<file path="src/rtl/serial_arith_pkg.sv">
// rtl/serial_arith_pkg.sv - shared types and sizing helpers for serial arithmetic blocks
package serial_arith_pkg;

  typedef enum logic [1:0] {
    IDLE  = 2'd0,
    SHIFT = 2'd1,
    DONE  = 2'd2
  } state_t;

  localparam int DEF_WIDTH = 4;

  // Counter must be able to hold the value WIDTH itself, hence WIDTH+1.
  function automatic int cnt_width(input int w);
    return $clog2(w + 1);
  endfunction

endpackage

</file>
<file path="src/rtl/serial_subtractor_if.sv">
// rtl/serial_subtractor_if.sv - start/done operand and result bundle; ovf present with SERIAL_SUBTRACTOR_OVF_EN
interface serial_subtractor_if #(
  parameter int WIDTH = serial_arith_pkg::DEF_WIDTH
);
  logic             start;
  logic [WIDTH-1:0] a;
  logic [WIDTH-1:0] b;
  logic             borrow_in;
  logic             busy;
  logic             done;
  logic [WIDTH-1:0] diff;
  logic             borrow_out;
`ifdef SERIAL_SUBTRACTOR_OVF_EN
  logic             ovf;
`endif

`ifdef SERIAL_SUBTRACTOR_OVF_EN
  modport master (output start, a, b, borrow_in, input busy, done, diff, borrow_out, ovf);
  modport slave  (input start, a, b, borrow_in, output busy, done, diff, borrow_out, ovf);
`else
  modport master (output start, a, b, borrow_in, input busy, done, diff, borrow_out);
  modport slave  (input start, a, b, borrow_in, output busy, done, diff, borrow_out);
`endif

endinterface

</file>
<file path="src/rtl/serial_subtractor_full_subtractor.sv">
// rtl/serial_subtractor_full_subtractor.sv - combinational 1-bit full subtractor cell
module full_subtractor (
  input  logic a,
  input  logic b,
  input  logic bin,
  output logic d,
  output logic bout
);

  assign d    = a ^ b ^ bin;
  assign bout = (~a & b) | (~(a ^ b) & bin);

endmodule

</file>
<file path="src/rtl/serial_subtractor.sv">
// rtl/serial_subtractor.sv - bit-serial a - b - borrow_in, LSB first; optional ovf via SERIAL_SUBTRACTOR_OVF_EN
module serial_subtractor
  import serial_arith_pkg::*;
#(
  parameter int WIDTH = DEF_WIDTH
) (
  input  logic                clk,
  input  logic                rst,
  serial_subtractor_if.slave  bus
);

  localparam int CNT_W = cnt_width(WIDTH);

  state_t             state;
  state_t             state_next;
  logic [WIDTH-1:0]   opa;
  logic [WIDTH-1:0]   opb;
  logic [WIDTH-1:0]   res;
  logic               br;
  logic [CNT_W-1:0]   cnt;
  logic               load;
  logic               shift;
  logic               latch;
  logic               last_bit;
  logic               d_bit;
  logic               br_next;
  logic               done_q;
  logic [WIDTH-1:0]   diff_q;
  logic               borrow_q;

  assign last_bit = (cnt == CNT_W'(WIDTH - 1));

  full_subtractor u_cell (
    .a    (opa[0]),
    .b    (opb[0]),
    .bin  (br),
    .d    (d_bit),
    .bout (br_next)
  );

  always_comb begin
    state_next = state;
    load       = 1'b0;
    shift      = 1'b0;
    latch      = 1'b0;
    case (state)
      IDLE: begin
        if (bus.start) begin
          load       = 1'b1;
          state_next = SHIFT;
        end
      end
      SHIFT: begin
        shift = 1'b1;
        if (last_bit) state_next = DONE;
      end
      DONE: begin
        latch      = 1'b1;
        state_next = IDLE;
      end
      default: state_next = IDLE;
    endcase
  end

  always_ff @(posedge clk) begin
    if (rst) state <= IDLE;
    else     state <= state_next;
  end

  always_ff @(posedge clk) begin
    if (rst) begin
      opa      <= '0;
      opb      <= '0;
      res      <= '0;
      br       <= 1'b0;
      cnt      <= '0;
      done_q   <= 1'b0;
      diff_q   <= '0;
      borrow_q <= 1'b0;
    end else begin
      done_q <= latch;
      if (load) begin
        opa <= bus.a;
        opb <= bus.b;
        br  <= bus.borrow_in;
        cnt <= '0;
      end
      if (shift) begin
        opa <= opa >> 1;
        opb <= opb >> 1;
        res <= {d_bit, res[WIDTH-1:1]};
        br  <= br_next;
        if (cnt != CNT_W'(WIDTH)) cnt <= cnt + CNT_W'(1);
      end
      // Outputs only change here, so they never show a partial result.
      if (latch) begin
        diff_q   <= res;
        borrow_q <= br;
      end
    end
  end

`ifdef SERIAL_SUBTRACTOR_OVF_EN
  logic br_msb;
  logic ovf_q;

  always_ff @(posedge clk) begin
    if (rst) begin
      br_msb <= 1'b0;
      ovf_q  <= 1'b0;
    end else begin
      if (shift && last_bit) br_msb <= br;
      if (latch) ovf_q <= br_msb ^ br;
    end
  end

  assign bus.ovf = ovf_q;
`endif

  assign bus.busy       = (state == SHIFT) || (state == DONE);
  assign bus.done       = done_q;
  assign bus.diff       = diff_q;
  assign bus.borrow_out = borrow_q;

endmodule
</file>
<file path="src/flat_wrapper.sv">
// flat-port wrapper written by rule: the top's interface ports become plain ports
module serial_subtractor_flat import serial_arith_pkg::*;
#(
  parameter int WIDTH = DEF_WIDTH
)
  (clk, rst, bus_start, bus_a, bus_b, bus_borrow_in, bus_busy, bus_done, bus_diff, bus_borrow_out);
  serial_subtractor_if #(.WIDTH(WIDTH)) bus_i ();
  input  logic clk;
  input  logic rst;
  input wire logic [$bits(bus_i.start)-1:0] bus_start;
  input wire logic [$bits(bus_i.a)-1:0] bus_a;
  input wire logic [$bits(bus_i.b)-1:0] bus_b;
  input wire logic [$bits(bus_i.borrow_in)-1:0] bus_borrow_in;
  output wire logic [$bits(bus_i.busy)-1:0] bus_busy;
  output wire logic [$bits(bus_i.done)-1:0] bus_done;
  output wire logic [$bits(bus_i.diff)-1:0] bus_diff;
  output wire logic [$bits(bus_i.borrow_out)-1:0] bus_borrow_out;
  assign bus_i.start = bus_start;
  assign bus_i.a = bus_a;
  assign bus_i.b = bus_b;
  assign bus_i.borrow_in = bus_borrow_in;
  assign bus_busy = bus_i.busy;
  assign bus_done = bus_i.done;
  assign bus_diff = bus_i.diff;
  assign bus_borrow_out = bus_i.borrow_out;
  serial_subtractor #(.WIDTH(WIDTH)) u_core (.clk(clk), .rst(rst), .bus(bus_i));
endmodule
</file>
<file path="config.mk">
export PLATFORM = sky130hd
export DESIGN_NAME = serial_subtractor_flat
export DESIGN_NICKNAME = d
export VERILOG_FILES = /design/src/rtl/serial_arith_pkg.sv /design/src/rtl/serial_subtractor_if.sv /design/src/rtl/serial_subtractor_full_subtractor.sv /design/src/rtl/serial_subtractor.sv /design/src/flat_wrapper.sv
export SDC_FILE = /design/constraint.sdc
export NUM_CORES = 1
export LEC_CHECK = 0
export CAP_MARGIN = 20
export CORE_ASPECT_RATIO = 0.7
export CORE_UTILIZATION = 35
export CTS_CLUSTER_DIAMETER = 80
export DETAILED_ROUTE_END_ITERATION = 6
export HOLD_SLACK_MARGIN = 0.15
export SYNTH_ARGS = -nofsm -noshare
export SYNTH_HDL_FRONTEND = slang
export SYNTH_SLANG_ARGS = --single-unit
export TNS_END_PERCENT = 1
</file>
<file path="constraint.sdc">
create_clock -name clk -period 1.3 [get_ports clk]
set_input_delay 0.26 -clock clk [delete_from_list [all_inputs] [get_ports clk]]
set_output_delay 0.26 -clock clk [all_outputs]
set_load 0.01 [all_outputs]
</file>
* Word level (Yosys, flattened, before mapping)
Index checks and enable logic that the tools add are counted.
Widths: inputs -> output; s select.
** Storage, ports and cells
- Input port bits :: 12
- Output and inout port bits :: 7
- Logic and storage cells :: 46
- Register bits after elaboration :: 24
** Cells by class
- Eq/ne operators :: 6
- Muxes and demuxes :: 16
- Reduce and logical (&&, ||, !) cells :: 5
- Add/subtract/negate cells :: 1
- Bitwise logic cells :: 7
** Operator list (number)
- $mux 3 :: 7
- $mux 1 :: 6
- $mux 2 :: 2
- $pmux 2 s2 :: 1
- $add 3x1->3 const B :: 1
- $eq 3x2->1 const B :: 1
- $ne 3x3->1 const B :: 1
- $and 1x1->1 :: 2
- $eq 2x1->1 const B :: 1
- $eq 2x2->1 const B :: 1
- $logic_not 2->1 :: 1
- $ne 2x1->1 const B :: 1
- $ne 2x2->1 const B :: 1
- $not 1->1 :: 2
- $reduce_and 2->1 :: 1
- $reduce_bool 2->1 :: 1
- $reduce_or 2->1 :: 1
- $xor 1x1->1 :: 2
- $logic_or 1x1->1 :: 1
- $or 1x1->1 :: 1

* Logic depth before layout (Yosys ltp)
- Depth after elaboration :: 5
- Mapped depth :: 7
- Gate-level depth less buffers :: 5

* By module
Synthesis repeated with hierarchy kept, for this count alone.
** Unflattened totals
- Cells, all modules :: 119
- Area, all modules :: 1108.6 um^2
** Modules (own cells, without submodules)
- serial_subtractor :: times used 1, area an instance 1077.3 um^2, seq. area each 480.5 um^2, cells an instance 115
- full_subtractor :: times used 1, area an instance 31.3 um^2, seq. area each 0.0 um^2, cells an instance 4

* Worst setup path before layout
OpenSTA, ideal clock, no wires.
- Kind :: register to register
- From :: register u_core.state[0]
- To :: register u_core.opa[0]
- Slack :: 0.046 ns
- Cell stages (with the launch flop) :: 8
- Arrival time :: 1.166 ns
- Data required time :: 1.212 ns
- Setup time :: 0.088 ns
- Period minus slack after synthesis :: 1.254 ns
- Path buffers :: 2
- Cell sequence :: dfxtp_1 -> inv_1 -> ha_1 -> buf_6 -> nand2_4 -> buf_6 -> nand2_1 -> a311oi_2
** Between the ends
- Longest elaborated chain between the ends :: 3
- Elaborated cells on any way between the ends :: 6
- Those cells by class :: eq/ne (1); mux (3); reduce/logical (2)
** Ends and longest elaborated chain
- from (decl) :: RTL line serial_subtractor.sv:14 : state_t state;
- from (signal assigned) :: RTL line serial_subtractor.sv:67 : else state <= state_next;
- $eq 2x1->1 / $logic_not 2->1 (equally long branches) :: RTL line serial_subtractor.sv:46 : case (state)
- $mux 1 :: RTL line serial_subtractor.sv:46
- $mux 3 / $reduce_bool 2->1 (equally long branches)
- to (signal assigned) :: RTL line serial_subtractor.sv:83 : opa <= bus.a;
- to (signal assigned) :: RTL line serial_subtractor.sv:89 : opa <= opa >> 1;
- to (decl) :: RTL line serial_subtractor.sv:16 : logic [WIDTH-1:0] opa;
Parallel ways exist; a longest one is shown, timed or not.
A chain may end at the register's enable or synchronous reset.

* Worst setup path in the final report
- From :: register u_core.cnt[0]
- To :: register u_core.state[0]
** Between the ends
- Longest elaborated chain between the ends :: 3
** Ends and longest elaborated chain
- from (decl) :: RTL line serial_subtractor.sv:20 : logic [CNT_W-1:0] cnt;
- from (signal assigned) :: RTL line serial_subtractor.sv:93 : if (cnt != CNT_W'(WIDTH)) cnt <= cnt + CNT_W'(1);
- $eq 3x2->1 :: RTL line serial_subtractor.sv:31 : assign last_bit = (cnt == CNT_W'(WIDTH - 1));
- $ne 2x1->1 (no line)
- $reduce_and 2->1 (no line)
No other way between the ends.

==> results.py <==
metrics = {
    "power_and_ir_drop": {
        "power_density_mw_per_mm2": 1190,
        "power_leakage_nw": 0.618,
        "ir_worst_vdd_mv": 0.603,
    },
    "global_routing": {
        "grt_overflow": 0,
        "grt_pass1_wl_um": 3960,
        "grtUsageTotal_pct": 14.3,
        "antenna_found_initial": 0,
        "grt_pass1_vias": 830,
        "grt_max_degree": 24,
    },
    "worst_setup_path": {
        "critPathKind": "reg -> reg",
        "reg2reg_depth": 5,
        "r2r_end": "u_core.state[0]$_SDFFE_PP0P_",
        "critPathCaptureType": "flop",
        "slowest_delay_ns": 0.33,
        "start_kind": "flop",
        "worstReg2RegStart": "u_core.cnt[0]$_SDFF_PP0_",
        "cpMaxStageDelayCell": "dfxtp_2",
        "crit_chain": "ha_1 > ha_2 > or2b_1 > a21o_1 > a21oi_2",
        "crit_arrival_ns": 1.48,
        "critPathRequiredTime_ns": 1.50,
        "reg2reg_slack_ns": 0.03,
        "crit_fanout": 2,
    },
    "final_layout": {
        "final_nets": 165,
        "finalInstanceArea_mm2": 0.00155,
        "drive_gt1_share_pct": 27.1,
        "utilization_pct": 48.8,
        "num_antenna_cells": 0,
        "areaGrowthSynthToFinish_pct": 32.1,
    },
    "logic_synthesis": {
        "ys_seq_area_share_pct": 41.0,
        "yosysTopAreaCell": "dfxtp_1",
        "ys_ff_latch": 24,
        "synth_edf_count": 0,
        "synth_cell_types": 27,
        "synthCells": 117,
        "synth_most_common_cell": "dfxtp_1",
        "synth_ff_type": "dfxtp_1",
        "synth_common_cells": "dfxtp_1, nor2_1, mux2i_1",
        "synthTopCellsByArea": "dfxtp_1, mux2i_1, a311oi_2",
        "synth-warning-count": 0,
        "yosys.area.top_type_share_pct": 41.0,
        "synthArstFlopShare_pct": 0,
        "syn-num-nets": 137,
        "syn-mean-instance-area_um2": 10.0,
        "syn_area_mm2": 0.00117,
    },
    "drt": {
        "drtIter0Drc": 45,
        "vias": 874,
        "ant_nets": 0,
        "via_per_inst": 4.80,
        "firstDrtPassIters": 4,
        "wirelength_um": 2320,
        "wl_per_cell_um": 12.8,
        "drc": 0,
    },
    "sta": {
        "timing.fmax_mhz": 786,
        "hold_slack_ns": 0.491,
        "setup_viol": 0,
        "tightest_slew_ns": 0.223,
        "rsz0062_at_grt": "yes",
        "hold_violations": 0,
        "period_minus_slack_ns": 1.27,
        "final_max_slew_viol_count": 0,
        "post-route-period-util_pct": 97.8,
        "relSlewSlack_pct": 85.1,
        "finClkSkew_ns": 0.000647,
    },
    "floorplan": {
        "die_h_um": 50.4,
        "design.core.area_mm2": 0.00317,
        "dieWidth_um": 71.1,
        "start_util_pct": 37.0,
        "rows": 17,
        "pin_count": 19,
        "dieArea_mm2": 0.00359,
    },
    "clock_tree": {
        "cts_buffers": 3,
        "cts_tree": "built",
        "clockRootBuffer": "clkbuf_8",
        "cts.htree.levels": 1,
        "clk_latency_ns": 0.26,
        "path_clk_slew_ns": 0.09,
        "clockBufferDepth": 2,
        "cts.sinks": 24,
        "cts.hold.buffers_added": 0,
    },
    "place": {
        "placed_cell_area_mm2": 0.00144,
        "place.gp.congestion": 0.764,
        "io_buffers": 18,
        "hpwlAfterDp_um": 1610,
    },
    "worst_hold_path": {
        "hp-class": "reg -> reg",
        "min-delay-start": "u_core.bus.diff[2]$_SDFFE_PP0P_",
        "hold_end": "u_core.bus.diff[2]$_SDFFE_PP0P_",
        "hold_depth": 2,
    },
    "status": {
        "status": "finished clean",
    },
    "flow_run": {
        "maxCapViolCount": 0,
    },
}
## state kept, by name, summed over array words and instances, names as in the netlist
register and cells:
u_core.bus.diff 4, u_core.opa 4, u_core.opb 4, u_core.res 4
u_core.cnt 3, u_core.state 2, u_core.br 1, u_core.bus.borrow_out 1
u_core.bus.done 1
## cell families after synthesis
group	Yosys count	synth area share, %
simple gates	40	16.2
flops	24	41.0
compound gates	17	14.0
buf+inv	17	10.1
mux	11	9.40
fa+ha+maj	8	9.19
## area by class of cell
| type | instances | area [um2] |
|---|---|---|
| Fill cell | 293 | 1620 |
| Sequential cell | 24 | 484 |
| Clock buffer | 4 | 55.1 |
| Multi-Input combinational cell | 76 | 606 |
| Inverter | 8 | 42.5 |
| Timing Repair Buffer | 32 | 312 |
| Tap cell | 38 | 47.5 |
## critical path, delay by kind of cell, from the launching register on
kind	cells	cell delay [ns]
simple gates	1	0.23
compound gates	2	0.29
fa+ha+maj	2	0.37
flops	1	0.33
## per-layer routing
metal / GRT usage, % / routed length [um]
met4: 2.00 / 13
met1: 19.6 / 1190
met3: 4.82 / 92
met5: 0 / 0
met2: 22.4 / 1020
## report_power, final
| group | internal [mW] | switching [mW] | total [mW] |
|---|---|---|---|
| clock | 0.270 | 0.243 | 0.513 |
| combinational | 0.258 | 0.241 | 0.498 |
| sequential | 0.796 | 0.0354 | 0.831 |
## cell usage in the layout (no fill, tap or decap), types with 3 or more instances in the layout
cell	netlist	layout
dfxtp_1	24	21
nor2_1	14	14
mux2i_1	11	11
clkdlybuf4s50_1	0	11
buf_4	0	10
nand3_1	9	9
nand2_1	7	7
a311oi_2	6	6
dlygate4sd2_1	0	6
inv_1	7	5
clkbuf_8	0	4
nand2b_1	3	3
a21oi_1	4	3
a211oi_1	3	3
ha_1	7	3
buf_6	4	3
dfxtp_2	0	3
## stage by stage
step / power (mW) / worst slack [ns] / cells / TNS (ns)
final: 1.84 / 0.0282 / 182 / 0
after detailed placement: 1.30 / -0.161 / 177 / -1.74
after global routing: 1.95 / -0.0518 / 182 / -0.100
after CTS: 1.83 / -0.0259 / 182 / -0.0310
after global placement: 1.28 / -0.113 / 177 / -1.10
after floorplan: 1.17 / 0.0456 / 117 / 0
## worst max path at each step
stage                                       from                           end  slack [ns]  cells after the start
detailed placement                     bus_start    u_core.opb[1]$_SDFFE_PP0P_       -0.16                      4
global placement    u_core.state[1]$_SDFFE_PP0P_    u_core.opb[2]$_SDFFE_PP0P_       -0.11                      7
finish                  u_core.cnt[0]$_SDFF_PP0_  u_core.state[0]$_SDFFE_PP0P_        0.03                      5
global route            u_core.cnt[0]$_SDFF_PP0_  u_core.state[0]$_SDFFE_PP0P_       -0.05                      5
floorplan           u_core.state[0]$_SDFFE_PP0P_    u_core.opa[0]$_SDFFE_PP0P_        0.05                      7
CTS                 u_core.state[1]$_SDFFE_PP0P_                      bus_busy       -0.03                      3
## what timing repair did
item                                    4_1_cts  5_1_grt
resized for setup                            19        8
setup buffers                                 1        0
pin swaps                                     2        3
endpoints found under the setup margin       22       20
No activity file was read; power rests on OpenSTA's default activity.
